<file path="src/rtl/sie_ignition_if.sv">
`default_nettype none
// ============================================================================
// Module   : sie_ignition_if
// Brief    : Sample input and event/status outputs of the SIE ignition controller.
// Revision : 1.0
// ============================================================================
interface sie_ignition_if #(
  parameter int WIDTH = 18,
  parameter int CNT_W = 16
);
  logic                    clk_en;
  logic signed [WIDTH-1:0] kuramoto_R;
  logic [1:0]              state;
  logic                    ignition_active;
  logic                    ignition_pulse;
  logic                    coupling_mode;
  logic [CNT_W-1:0]        event_count;
  logic signed [WIDTH-1:0] peak_R;
  logic [CNT_W-1:0]        last_duration;
  logic                    timeout_flag;

  modport master (
    output clk_en, kuramoto_R,
    input  state, ignition_active, ignition_pulse, coupling_mode,
           event_count, peak_R, last_duration, timeout_flag
  );

  modport slave (
    input  clk_en, kuramoto_R,
    output state, ignition_active, ignition_pulse, coupling_mode,
           event_count, peak_R, last_duration, timeout_flag
  );
endinterface
`default_nettype wire

</file>
<file path="src/rtl/sie_ignition_controller.sv">
`default_nettype none
// ============================================================================
// Module   : sie_ignition_controller
// Brief    : SIE ignition detector on Kuramoto R (Q14): hysteresis, dwell,
//            refractory; drives coupling_mode and reports event statistics.
//            Optional forced exit after MAX_DUR samples: SIE_MAX_DURATION_EN.
// Revision : 1.0
// ============================================================================
module sie_ignition_controller #(
  parameter int WIDTH       = 18,
  parameter int FRAC        = 14,
  parameter int ON_TH       = 11469,
  parameter int OFF_TH      = 9830,
  parameter int DWELL_CYC   = 4,
  parameter int REFRACT_CYC = 8,
  parameter int MAX_DUR     = 1000,
  parameter int CNT_W       = 16
) (
  input  logic          clk,
  input  logic          rst,
  sie_ignition_if.slave bus
);

  localparam logic [1:0] c_IDLE       = 2'd0;
  localparam logic [1:0] c_ARMING     = 2'd1;
  localparam logic [1:0] c_IGNITED    = 2'd2;
  localparam logic [1:0] c_REFRACTORY = 2'd3;

  localparam int c_DWELL_W = $clog2(DWELL_CYC + 1);
  localparam int c_REFR_W  = $clog2(REFRACT_CYC + 1);

  localparam logic signed [WIDTH-1:0]  c_ON_TH      = WIDTH'(ON_TH);
  localparam logic signed [WIDTH-1:0]  c_OFF_TH     = WIDTH'(OFF_TH);
  localparam logic [c_DWELL_W-1:0]     c_DWELL_LAST = c_DWELL_W'(DWELL_CYC);
  localparam logic [c_REFR_W-1:0]      c_REFR_LAST  = c_REFR_W'(REFRACT_CYC);

  if (DWELL_CYC < 2 || REFRACT_CYC < 1 || OFF_TH > ON_TH || MAX_DUR < 1 ||
      FRAC >= WIDTH) begin : g_param_error
    $error("sie_ignition_controller: illegal parameter combination");
  end

  logic [1:0]              r_state;
  logic [1:0]              w_state_nxt;
  logic signed [WIDTH-1:0] w_r;
  logic                    w_ge_on;
  logic                    w_lt_off;
  logic                    w_timeout;
  logic [c_DWELL_W-1:0]    r_dwell_cnt;
  logic [c_DWELL_W-1:0]    w_dwell_inc;
  logic [c_REFR_W-1:0]     r_refr_cnt;
  logic [c_REFR_W-1:0]     w_refr_inc;
  logic [CNT_W-1:0]        r_dur_cnt;
  logic [CNT_W-1:0]        w_dur_inc;
  logic [CNT_W-1:0]        r_event_count;
  logic [CNT_W-1:0]        w_event_inc;
  logic [CNT_W-1:0]        r_last_duration;
  logic signed [WIDTH-1:0] r_peak_R;
  logic                    r_timeout_flag;
  logic                    r_ignition_active;
  logic                    r_ignition_pulse;
  logic                    r_coupling_mode;
  logic                    w_active_nxt;
  logic                    w_pulse_nxt;

  assign w_r         = bus.kuramoto_R;
  assign w_ge_on     = (w_r >= c_ON_TH);
  assign w_lt_off    = (w_r < c_OFF_TH);
  assign w_dwell_inc = r_dwell_cnt + c_DWELL_W'(1);
  assign w_refr_inc  = r_refr_cnt + c_REFR_W'(1);
  assign w_dur_inc   = (&r_dur_cnt) ? r_dur_cnt : r_dur_cnt + CNT_W'(1);
  assign w_event_inc = (&r_event_count) ? r_event_count : r_event_count + CNT_W'(1);

`ifdef SIE_MAX_DURATION_EN
  localparam logic [CNT_W-1:0] c_MAX_DUR = CNT_W'(MAX_DUR);
  // A below-release sample on the limit sample is a normal exit, not a timeout.
  assign w_timeout = (r_dur_cnt == c_MAX_DUR) && !w_lt_off;
`else
  assign w_timeout = 1'b0;
`endif

  always_ff @(posedge clk or posedge rst) begin
    if (rst) begin
      r_state           <= c_IDLE;
      r_ignition_active <= 1'b0;
      r_ignition_pulse  <= 1'b0;
      r_coupling_mode   <= 1'b0;
    end else begin
      r_state           <= w_state_nxt;
      r_ignition_active <= w_active_nxt;
      r_ignition_pulse  <= w_pulse_nxt;
      r_coupling_mode   <= w_active_nxt;
    end
  end

  always_comb begin
    w_state_nxt = r_state;
    if (bus.clk_en) begin
      case (r_state)
        c_IDLE: begin
          if (w_ge_on) w_state_nxt = c_ARMING;
        end
        c_ARMING: begin
          if (!w_ge_on)                       w_state_nxt = c_IDLE;
          else if (w_dwell_inc == c_DWELL_LAST) w_state_nxt = c_IGNITED;
        end
        c_IGNITED: begin
          if (w_lt_off || w_timeout) w_state_nxt = c_REFRACTORY;
        end
        c_REFRACTORY: begin
          // Completing refractory only returns to IDLE; arming waits a sample.
          if (w_refr_inc == c_REFR_LAST) w_state_nxt = c_IDLE;
        end
        default: w_state_nxt = c_IDLE;
      endcase
    end
  end

  always_comb begin
    w_active_nxt = (w_state_nxt == c_IGNITED);
    w_pulse_nxt  = (w_state_nxt == c_IGNITED) && (r_state != c_IGNITED);
  end

  always_ff @(posedge clk or posedge rst) begin
    if (rst) begin
      r_dwell_cnt     <= '0;
      r_refr_cnt      <= '0;
      r_dur_cnt       <= '0;
      r_event_count   <= '0;
      r_last_duration <= '0;
      r_peak_R        <= '0;
      r_timeout_flag  <= 1'b0;
    end else if (bus.clk_en) begin
      case (r_state)
        c_IDLE: begin
          r_dwell_cnt <= w_ge_on ? c_DWELL_W'(1) : '0;
        end
        c_ARMING: begin
          if (!w_ge_on) begin
            r_dwell_cnt <= '0;
          end else if (w_dwell_inc == c_DWELL_LAST) begin
            r_dwell_cnt    <= '0;
            r_event_count  <= w_event_inc;
            r_peak_R       <= w_r;
            r_dur_cnt      <= CNT_W'(1);
            r_timeout_flag <= 1'b0;
          end else begin
            r_dwell_cnt <= w_dwell_inc;
          end
        end
        c_IGNITED: begin
          if (w_lt_off) begin
            r_last_duration <= r_dur_cnt;
            r_refr_cnt      <= '0;
          end else if (w_timeout) begin
            r_last_duration <= r_dur_cnt;
            r_refr_cnt      <= '0;
            r_timeout_flag  <= 1'b1;
          end else begin
            r_dur_cnt <= w_dur_inc;
            if (w_r > r_peak_R) r_peak_R <= w_r;
          end
        end
        c_REFRACTORY: begin
          r_refr_cnt <= (w_refr_inc == c_REFR_LAST) ? '0 : w_refr_inc;
        end
        default: r_dwell_cnt <= '0;
      endcase
    end
  end

  assign bus.state           = r_state;
  assign bus.ignition_active = r_ignition_active;
  assign bus.ignition_pulse  = r_ignition_pulse;
  assign bus.coupling_mode   = r_coupling_mode;
  assign bus.event_count     = r_event_count;
  assign bus.peak_R          = r_peak_R;
  assign bus.last_duration   = r_last_duration;
  assign bus.timeout_flag    = r_timeout_flag;

endmodule
`default_nettype wire
</file>
<file path="src/flat_wrapper.sv">
// flat-port wrapper written by rule: the top's interface ports become plain ports
module sie_ignition_controller_flat 
#(
  parameter int WIDTH       = 18,
  parameter int FRAC        = 14,
  parameter int ON_TH       = 11469,
  parameter int OFF_TH      = 9830,
  parameter int DWELL_CYC   = 4,
  parameter int REFRACT_CYC = 8,
  parameter int MAX_DUR     = 1000,
  parameter int CNT_W       = 16
)
  (clk, rst, bus_clk_en, bus_kuramoto_R, bus_state, bus_ignition_active, bus_ignition_pulse, bus_coupling_mode, bus_event_count, bus_peak_R, bus_last_duration, bus_timeout_flag);
  sie_ignition_if #(.WIDTH(WIDTH), .CNT_W(CNT_W)) bus_i ();
  input  logic clk;
  input  logic rst;
  input wire logic [$bits(bus_i.clk_en)-1:0] bus_clk_en;
  input wire logic [$bits(bus_i.kuramoto_R)-1:0] bus_kuramoto_R;
  output wire logic [$bits(bus_i.state)-1:0] bus_state;
  output wire logic [$bits(bus_i.ignition_active)-1:0] bus_ignition_active;
  output wire logic [$bits(bus_i.ignition_pulse)-1:0] bus_ignition_pulse;
  output wire logic [$bits(bus_i.coupling_mode)-1:0] bus_coupling_mode;
  output wire logic [$bits(bus_i.event_count)-1:0] bus_event_count;
  output wire logic [$bits(bus_i.peak_R)-1:0] bus_peak_R;
  output wire logic [$bits(bus_i.last_duration)-1:0] bus_last_duration;
  output wire logic [$bits(bus_i.timeout_flag)-1:0] bus_timeout_flag;
  assign bus_i.clk_en = bus_clk_en;
  assign bus_i.kuramoto_R = bus_kuramoto_R;
  assign bus_state = bus_i.state;
  assign bus_ignition_active = bus_i.ignition_active;
  assign bus_ignition_pulse = bus_i.ignition_pulse;
  assign bus_coupling_mode = bus_i.coupling_mode;
  assign bus_event_count = bus_i.event_count;
  assign bus_peak_R = bus_i.peak_R;
  assign bus_last_duration = bus_i.last_duration;
  assign bus_timeout_flag = bus_i.timeout_flag;
  sie_ignition_controller #(.WIDTH(WIDTH), .FRAC(FRAC), .ON_TH(ON_TH), .OFF_TH(OFF_TH), .DWELL_CYC(DWELL_CYC), .REFRACT_CYC(REFRACT_CYC), .MAX_DUR(MAX_DUR), .CNT_W(CNT_W)) u_core (.clk(clk), .rst(rst), .bus(bus_i));
endmodule
</file>
<file path="config.mk">
export PLATFORM = sky130hd
export DESIGN_NAME = sie_ignition_controller_flat
export DESIGN_NICKNAME = d
export VERILOG_FILES = /design/src/rtl/sie_ignition_if.sv /design/src/rtl/sie_ignition_controller.sv /design/src/flat_wrapper.sv
export SDC_FILE = /design/constraint.sdc
export NUM_CORES = 1
export LEC_CHECK = 0
export ABC_CLOCK_PERIOD_IN_PS = 4100
export CAP_MARGIN = 20
export CORE_MARGIN = 4
export CORE_UTILIZATION = 25
export DETAILED_ROUTE_END_ITERATION = 8
export GPL_TIMING_DRIVEN = 0
export SYNTH_ARGS = -nofsm -noshare
export SYNTH_HDL_FRONTEND = slang
export SYNTH_SLANG_ARGS = --single-unit
</file>
<file path="constraint.sdc">
create_clock -name clk -period 4.1 [get_ports clk]
set_input_delay 0.82 -clock clk [delete_from_list [all_inputs] [get_ports clk]]
set_output_delay 0.82 -clock clk [all_outputs]
set_load 0.01 [all_outputs]
</file>
==> results of run 1 <==
## placed cells by master (no fill, tap or decap), types with 2 or more instances in the layout
master,count
dfrtp_1,77
clkdlybuf4s50_1,74
mux2_2,35
nand2_1,32
ha_1,29
o21ai_0,28
inv_1,27
nor2_1,24
nand3_1,20
and3_1,10
nor3_1,9
xor2_1,9
o31ai_1,9
clkbuf_16,9
a211oi_1,8
a21oi_1,8
nand4_1,8
clkbuf_1,8
xnor2_1,7
a31oi_1,7
nand2b_1,6
and2_1,5
nor4_1,4
nor2b_1,4
a21o_1,4
buf_2,3
o21a_1,3
o41ai_1,3
clkinv_2,3
a2111o_1,2
a21boi_0,2
nand3b_1,2
a22o_1,2
or2_2,2
buf_6,2
buf_4,2
## state kept, by name, indices dropped and copies added (netlist names)
signal and flops:
u_core.bus.ignition_pulse 1, u_core.r_dur_cnt 16, u_core.bus.last_duration 16, u_core.bus.state 2
u_core.bus.peak_R 18, u_core.r_refr_cnt 4, u_core.bus.event_count 16, u_core.bus.ignition_active 1
u_core.r_dwell_cnt 3
## worst paths after layout
check | slack (ps) | to | startpoint
worst max-delay path | 760 | u_core.bus.peak_R[10]$_DFFE_PP0P_ | bus_kuramoto_R[17]
worst min-delay path | 490 | u_core.bus.event_count[4]$_DFFE_PP0P_ | u_core.bus.event_count[4]$_DFFE_PP0P_
worst max register to register | 1250 | u_core.bus.peak_R[10]$_DFFE_PP0P_ | u_core.bus.state[0]$_DFF_PP0_
worst min register to register | 490 | u_core.bus.event_count[4]$_DFFE_PP0P_ | u_core.bus.event_count[4]$_DFFE_PP0P_
max in group asynchronous | 2680 | u_core.bus.last_duration[13]$_DFFE_PP0P_ | rst
min in group asynchronous | 850 | u_core.bus.event_count[11]$_DFFE_PP0P_ | rst
## power groups by stage
stage	Clock, W	Combinational (W)	Sequential (W)
global route	0.000842	0.000896	0.00101
CTS	0.000809	0.000811	0.000991
global placement	0	0.000785	0.000994
detailed placement	0	0.000805	0.00100
finish	0.000780	0.000798	0.000989
floorplan	0	0.000412	0.00103
## area by class of cell
type                    instances  area (um^2)
plain buffers                  15         82.6
clock buffers                  10          229
clock inverters                 5         52.6
fillers                      1668        11100
inverters                      28          108
multi-input cells             297         2140
flip-flops and latches         77         1930
well taps                     220          275
repair buffers                 75          768
## critical path, cell delays in order
cell             delay (ps)
clkdlybuf4s50_1         550
ha_1                    390
nand2_1                  60
a2111oi_0               390
o21ai_0                 180
o211ai_2                470
buf_2                   350
mux2_2                  360
## cell families after synthesis
logic type,after synthesis
buffers and inverters,43
AND/OR/NAND/NOR,132
flip-flops,77
AO/OA/AOI/OAI,84
other,1
XOR/XNOR,16
adder cells (fa/ha/maj),29
multiplexers,35
## per-layer routing
layer  GRT usage [%]  share of wire, %
met2            18.0                47
met3            3.28               4.5
met4            4.06               1.7
met1            14.8                46
met5               0                 0
## per-stage QoR
stage	setup TNS (ps)	setup WS [ps]	area [um^2]
finish	0	761	5580
global route	0	535	5580
CTS	0	754	5580
detailed placement	0	377	5300
global placement	-3290	-47.2	5270
floorplan	0	1260	4250
==> reports/qor.yml, run 1 <==
run_status:
  status: "completed"
logic_synthesis:
  netlist_top_cells_count: "dfrtp_1, mux2_2, nand2_1, ha_1"
  synth_seq_cells: 77
  synth_top_family_by_area: "simple AND/OR/NAND/NOR gates"
  yosys-top-cells-area: "dfrtp_1, mux2_2, ha_1"
  synth_edf_count: 0
  yosysMostFrequentCell: "dfrtp_1"
  synthesis.nets: 467
  synth_top_area_share_pct: 45.3
  synth-xor-area-share_pct: 3.30
  synthFlopType: "dfrtp_1"
  synthCells: 417
  synth.area.mux_share_pct: 9.27
  synthAdderAreaFrac_pct: 8.54
  synth-simple-area-share_pct: 15.7
  synth_compound_area_share_pct: 13.3
  netlist-cell-type-count: 49
  synth_warnings: 0
  yosysTopAreaCell: "dfrtp_1"
  yosysSeqAreaShare_pct: 45.3
  syn_area_per_cell_um2: 10.2
  syn_area_um2: 4250
  synthArstFlopShare_pct: 100
detailed_routing:
  num_vias: 3450
  drc_errors: 0
  vias_per_cell: 4.75
  drt_iter0_drc: 140
  firstDrtPassIters: 6
  ant_nets: 0
  avgRoutedWirePerCell_um: 14.4
  wl_um: 10500
sta:
  rsz0062_at_grt: "false"
  hold_violations: 0
  skew_ps: 7.49
  setup_viol: 0
  post-route-period-util_pct: 81.4
  relSlewSlack_pct: 61.2
  period_needed_ps: 3340
  finalMaxSlewViolations: 0
  max_freq_ghz: 0.299
  tightest_slew_ps: 579
  hold-worst-slack_ps: 488
worst_setup_path:
  cp_data_arrival_time_ps: 3560
  worst-setup-path-type: "in -> reg"
  start_kind: "primary input"
  rr_worst_depth: 8
  worst-path-max-fanout: 10
  required_ps: 4320
  endpoint_kind: "register"
power:
  p_int_w: 0.00178
  power_density_nw_per_um2: 460
  p_seq_share_pct: 38.5
  power_frac_comb_pct: 31.1
  irDropWorstVdd_mv: 0.244
  p_switching_w: 0.000791
  swShare_pct: 30.8
  total_power_w: 0.00257
  leakagePower_nw: 2.48
  p_clk_share_pct: 30.4
cts:
  path_clk_slew_ps: 60
  clock_path_buffers: 2
  cts_setup_buffers: 0
  cts_tree: "yes"
  cts-htree-levels: 3
  numClockSinks: 77
  clk_latency_ps: 340
  cts_root_buf: "clkbuf_16"
  numCtsBuffers: 9
  cts_resized: 0
  cts_hold_buffers: 0
die:
  io_pins: 77
  rows: 47
  die_h_um: 138
  core_um2: 16600
  die_x_um: 138
  dieArea_um2: 19200
  start_util_pct: 25.5
placed_design:
  gp_congestion: 0.818
  port_buffers: 74
  placed_cells: 712
  dp_hpwl_um: 7900
cells_and_area:
  area_growth_pct: 31.2
  utilization_pct: 33.5
  final_cell_count_no_fill: 727
  layout-drive-gt1-share_pct: 12.6
  antennaDiodeCount: 0
  fin_nets: 553
min_path:
  min_path_cells: 1
  holdCritPathClass: "reg -> reg"
global_routing:
  gr-usage-all-layers_pct: 11.4
  grt_max_degree: 44
  grt_pass1_vias: 3537
  antenna_found_initial: 0
  grt_overflow: 0
  grt_pass1_wl_um: 18000
flow_run:
  maxCapViolCount: 0
Power figures use the tool's default switching activity.
==> run 2, diff against run 1 <==
--- a/config.mk
+++ b/config.mk
@@ -5,7 +5,7 @@
 export SDC_FILE = /design/constraint.sdc
 export NUM_CORES = 1
 export LEC_CHECK = 0
-export ABC_CLOCK_PERIOD_IN_PS = 4100
+export ABC_CLOCK_PERIOD_IN_PS = 2840
 export CAP_MARGIN = 20
 export CORE_MARGIN = 4
 export CORE_UTILIZATION = 25
==> constraint.sdc (replaced) <==
create_clock -name clk -period 2.84 [get_ports clk]
set_input_delay 0.568 -clock clk [delete_from_list [all_inputs] [get_ports clk]]
set_output_delay 0.568 -clock clk [all_outputs]
set_load 0.01 [all_outputs]
==> run 2 against run 1 <==
Effect of this change:
- largest power group unchanged
- final area increased by 1.4%
- clock skew is essentially flat
- via count is 0.49% lower
- cell count unchanged
- global-route usage about the same
- utilization is 0.47 points higher
- clock-buffer cell count did not move
- non-clock buffer count unchanged
- critical path depth did not move
- combinational power grew 47%
==> reports/qor.yml, run 2 (synthesis results as in run 1) <==
global_routing:
  met1_usage_pct: 14.9
  grt_overflow: 0
  grt_util_met2_pct: 18.1
  grt_pass1_vias: 3546
  grt_pass1_wl_um: 18000
  top_usage_layer: "met2"
  grt_max_degree: 44
  met3_usage_pct: 3.28
  antenna_found_initial: 0
  gr-usage-all-layers_pct: 11.4
worst_setup_path:
  cp_cell_sequence: "clkdlybuf4s50_1, nor4_1, a2111o_1, and2_4, a2111o_1, buf_6, or4_1, nand3_1"
  required_ps: 3120
  cp_data_arrival_time_ps: 3000
  start_kind: "primary input"
  crit_buf_inv: 2
  endpoint_kind: "register"
  cpMostUsedCell: "a2111o_1"
  critPathMaxStageDelay_ps: 540
  slowest_stage: "clkdlybuf4s50_1"
  cp_top_family: "compound AO/OA/AOI/OAI gates"
  worst-path-max-fanout: 10
  worst-setup-path-type: "in -> reg"
detailed_routing:
  wl_um: 10500
  ant_nets: 0
  drt_iter0_drc: 146
  avgRoutedWirePerCell_um: 14.4
  num_vias: 3433
  firstDrtPassIters: 6
  drc_errors: 0
  vias_per_cell: 4.72
min_path:
  holdCritPathClass: "reg -> reg"
die:
  core_um2: 16600
  die_x_um: 138
  start_util_pct: 25.5
  dieArea_um2: 19200
  rows: 47
  io_pins: 77
  die_h_um: 138
cells_and_area:
  area_growth_pct: 33.1
  mostFrequentLayoutCells: "dfrtp_1, clkdlybuf4s50_1, mux2_2"
  layout-drive-gt1-share_pct: 14.6
  fin_nets: 553
  final_cell_count_no_fill: 727
  layout_commonest_cell: "dfrtp_1"
  final_area_um2: 5660
  largest_reg_flops: 18
  antennaDiodeCount: 0
power:
  p_seq_share_pct: 38.3
  leakagePower_nw: 2.60
  irDropWorstVdd_mv: 0.352
  p_switching_w: 0.00115
  swShare_pct: 31.0
  p_int_w: 0.00257
  power_frac_comb_pct: 31.4
  p_clk_share_pct: 30.3
  total_power_w: 0.00373
  power_density_nw_per_um2: 659
sta:
  skew_ps: 7.74
  tightest_slew_ps: 517
  setup_viol: 0
  tns_ps: 0
  relSlewSlack_pct: 65.6
  period_needed_ps: 2720
  max_freq_ghz: 0.368
  finalMaxSlewViolations: 0
  post-route-period-util_pct: 95.8
  hold_violations: 0
  rsz0062_at_grt: "false"
  fin_ws_ps: 120
cts:
  clk_latency_ps: 350
  clock_path_buffers: 2
  cts-htree-levels: 3
  numClockSinks: 77
  numCtsBuffers: 9
  cts_root_buf: "clkbuf_16"
  cts_tree: "yes"
  cts_hold_buffers: 0
  path_clk_slew_ps: 60
placed_design:
  dpl_worst_slack_ps: -631
  gp_congestion: 0.818
  dp_hpwl_um: 7900
  port_buffers: 74
  placed_cells: 712
  place_area_um2: 5300
run_status:
  status: "completed"
flow_run:
  maxCapViolCount: 0
run 2: power groups by stage:
stage          combinational [W]  clock [W]  sequential (W)
2_1_floorplan           0.000595          0         0.00148
3_3_place_gp             0.00113          0         0.00144
3_5_place_dp             0.00116          0         0.00145
4_1_cts                  0.00118    0.00117         0.00143
5_1_grt                  0.00131    0.00122         0.00146
6_report                 0.00117    0.00113         0.00143
run 2: repair_timing:
action,4_1_cts,5_1_grt
endpoints found under the setup margin,29,56
gates resized for setup,3,29
pin swaps,1,1
setup buffers,1,0
run 2: worst reg2reg max path: stages, from the launching register on:
cell and delay [ps]:
dfrtp_1 450, inv_1 140, ha_1 330, nand2_1 80, a2111oi_1 360, o21ai_0 170, o211ai_2 220, clkbuf_4 250
mux2_2 350
run 2: final timing paths:
kind	startpoint	endpoint	slack, ps	depth (start not counted)
setup / recovery	bus_kuramoto_R[4]	u_core.r_dur_cnt[3]$_DFFE_PP0P_	120	8
hold reg to reg	u_core.bus.event_count[4]$_DFFE_PP0P_	u_core.bus.event_count[4]$_DFFE_PP0P_	490	1
hold / removal	u_core.bus.event_count[4]$_DFFE_PP0P_	u_core.bus.event_count[4]$_DFFE_PP0P_	490	1
setup reg to reg	u_core.bus.state[0]$_DFF_PP0_	u_core.bus.peak_R[10]$_DFFE_PP0P_	370	8
min in group asynchronous	rst	u_core.bus.event_count[11]$_DFFE_PP0P_	600	2
max in group asynchronous	rst	u_core.bus.last_duration[13]$_DFFE_PP0P_	1670	3
run 2: area by class of cell:
class                   instances  area (um^2)
fillers                      1664        11000
multi-input cells             297         2180
flip-flops and latches         77         1930
repair buffers                 76          806
well taps                     220          275
clock buffers                  10          229
inverters                      28          108
plain buffers                  14         81.3
clock inverters                 5         52.6
run 2: per-layer routing:
layer  up-vias  routed length [um]  share of wire (%)
li1       1671                   -                  -
met1      1669                4880                 47
met2        77                4980                 48
met3        16                 446                4.3
met4         0                 173                1.7
met5         -                   0                  0
run 2: stage by stage:
stage                     hold slack (ps)  util (%)
after floorplan                       460         -
after global placement                481      31.6
after detailed placement              486      31.8
after CTS                             494      33.6
after global routing                  523      34.0
final                                 488      34.0
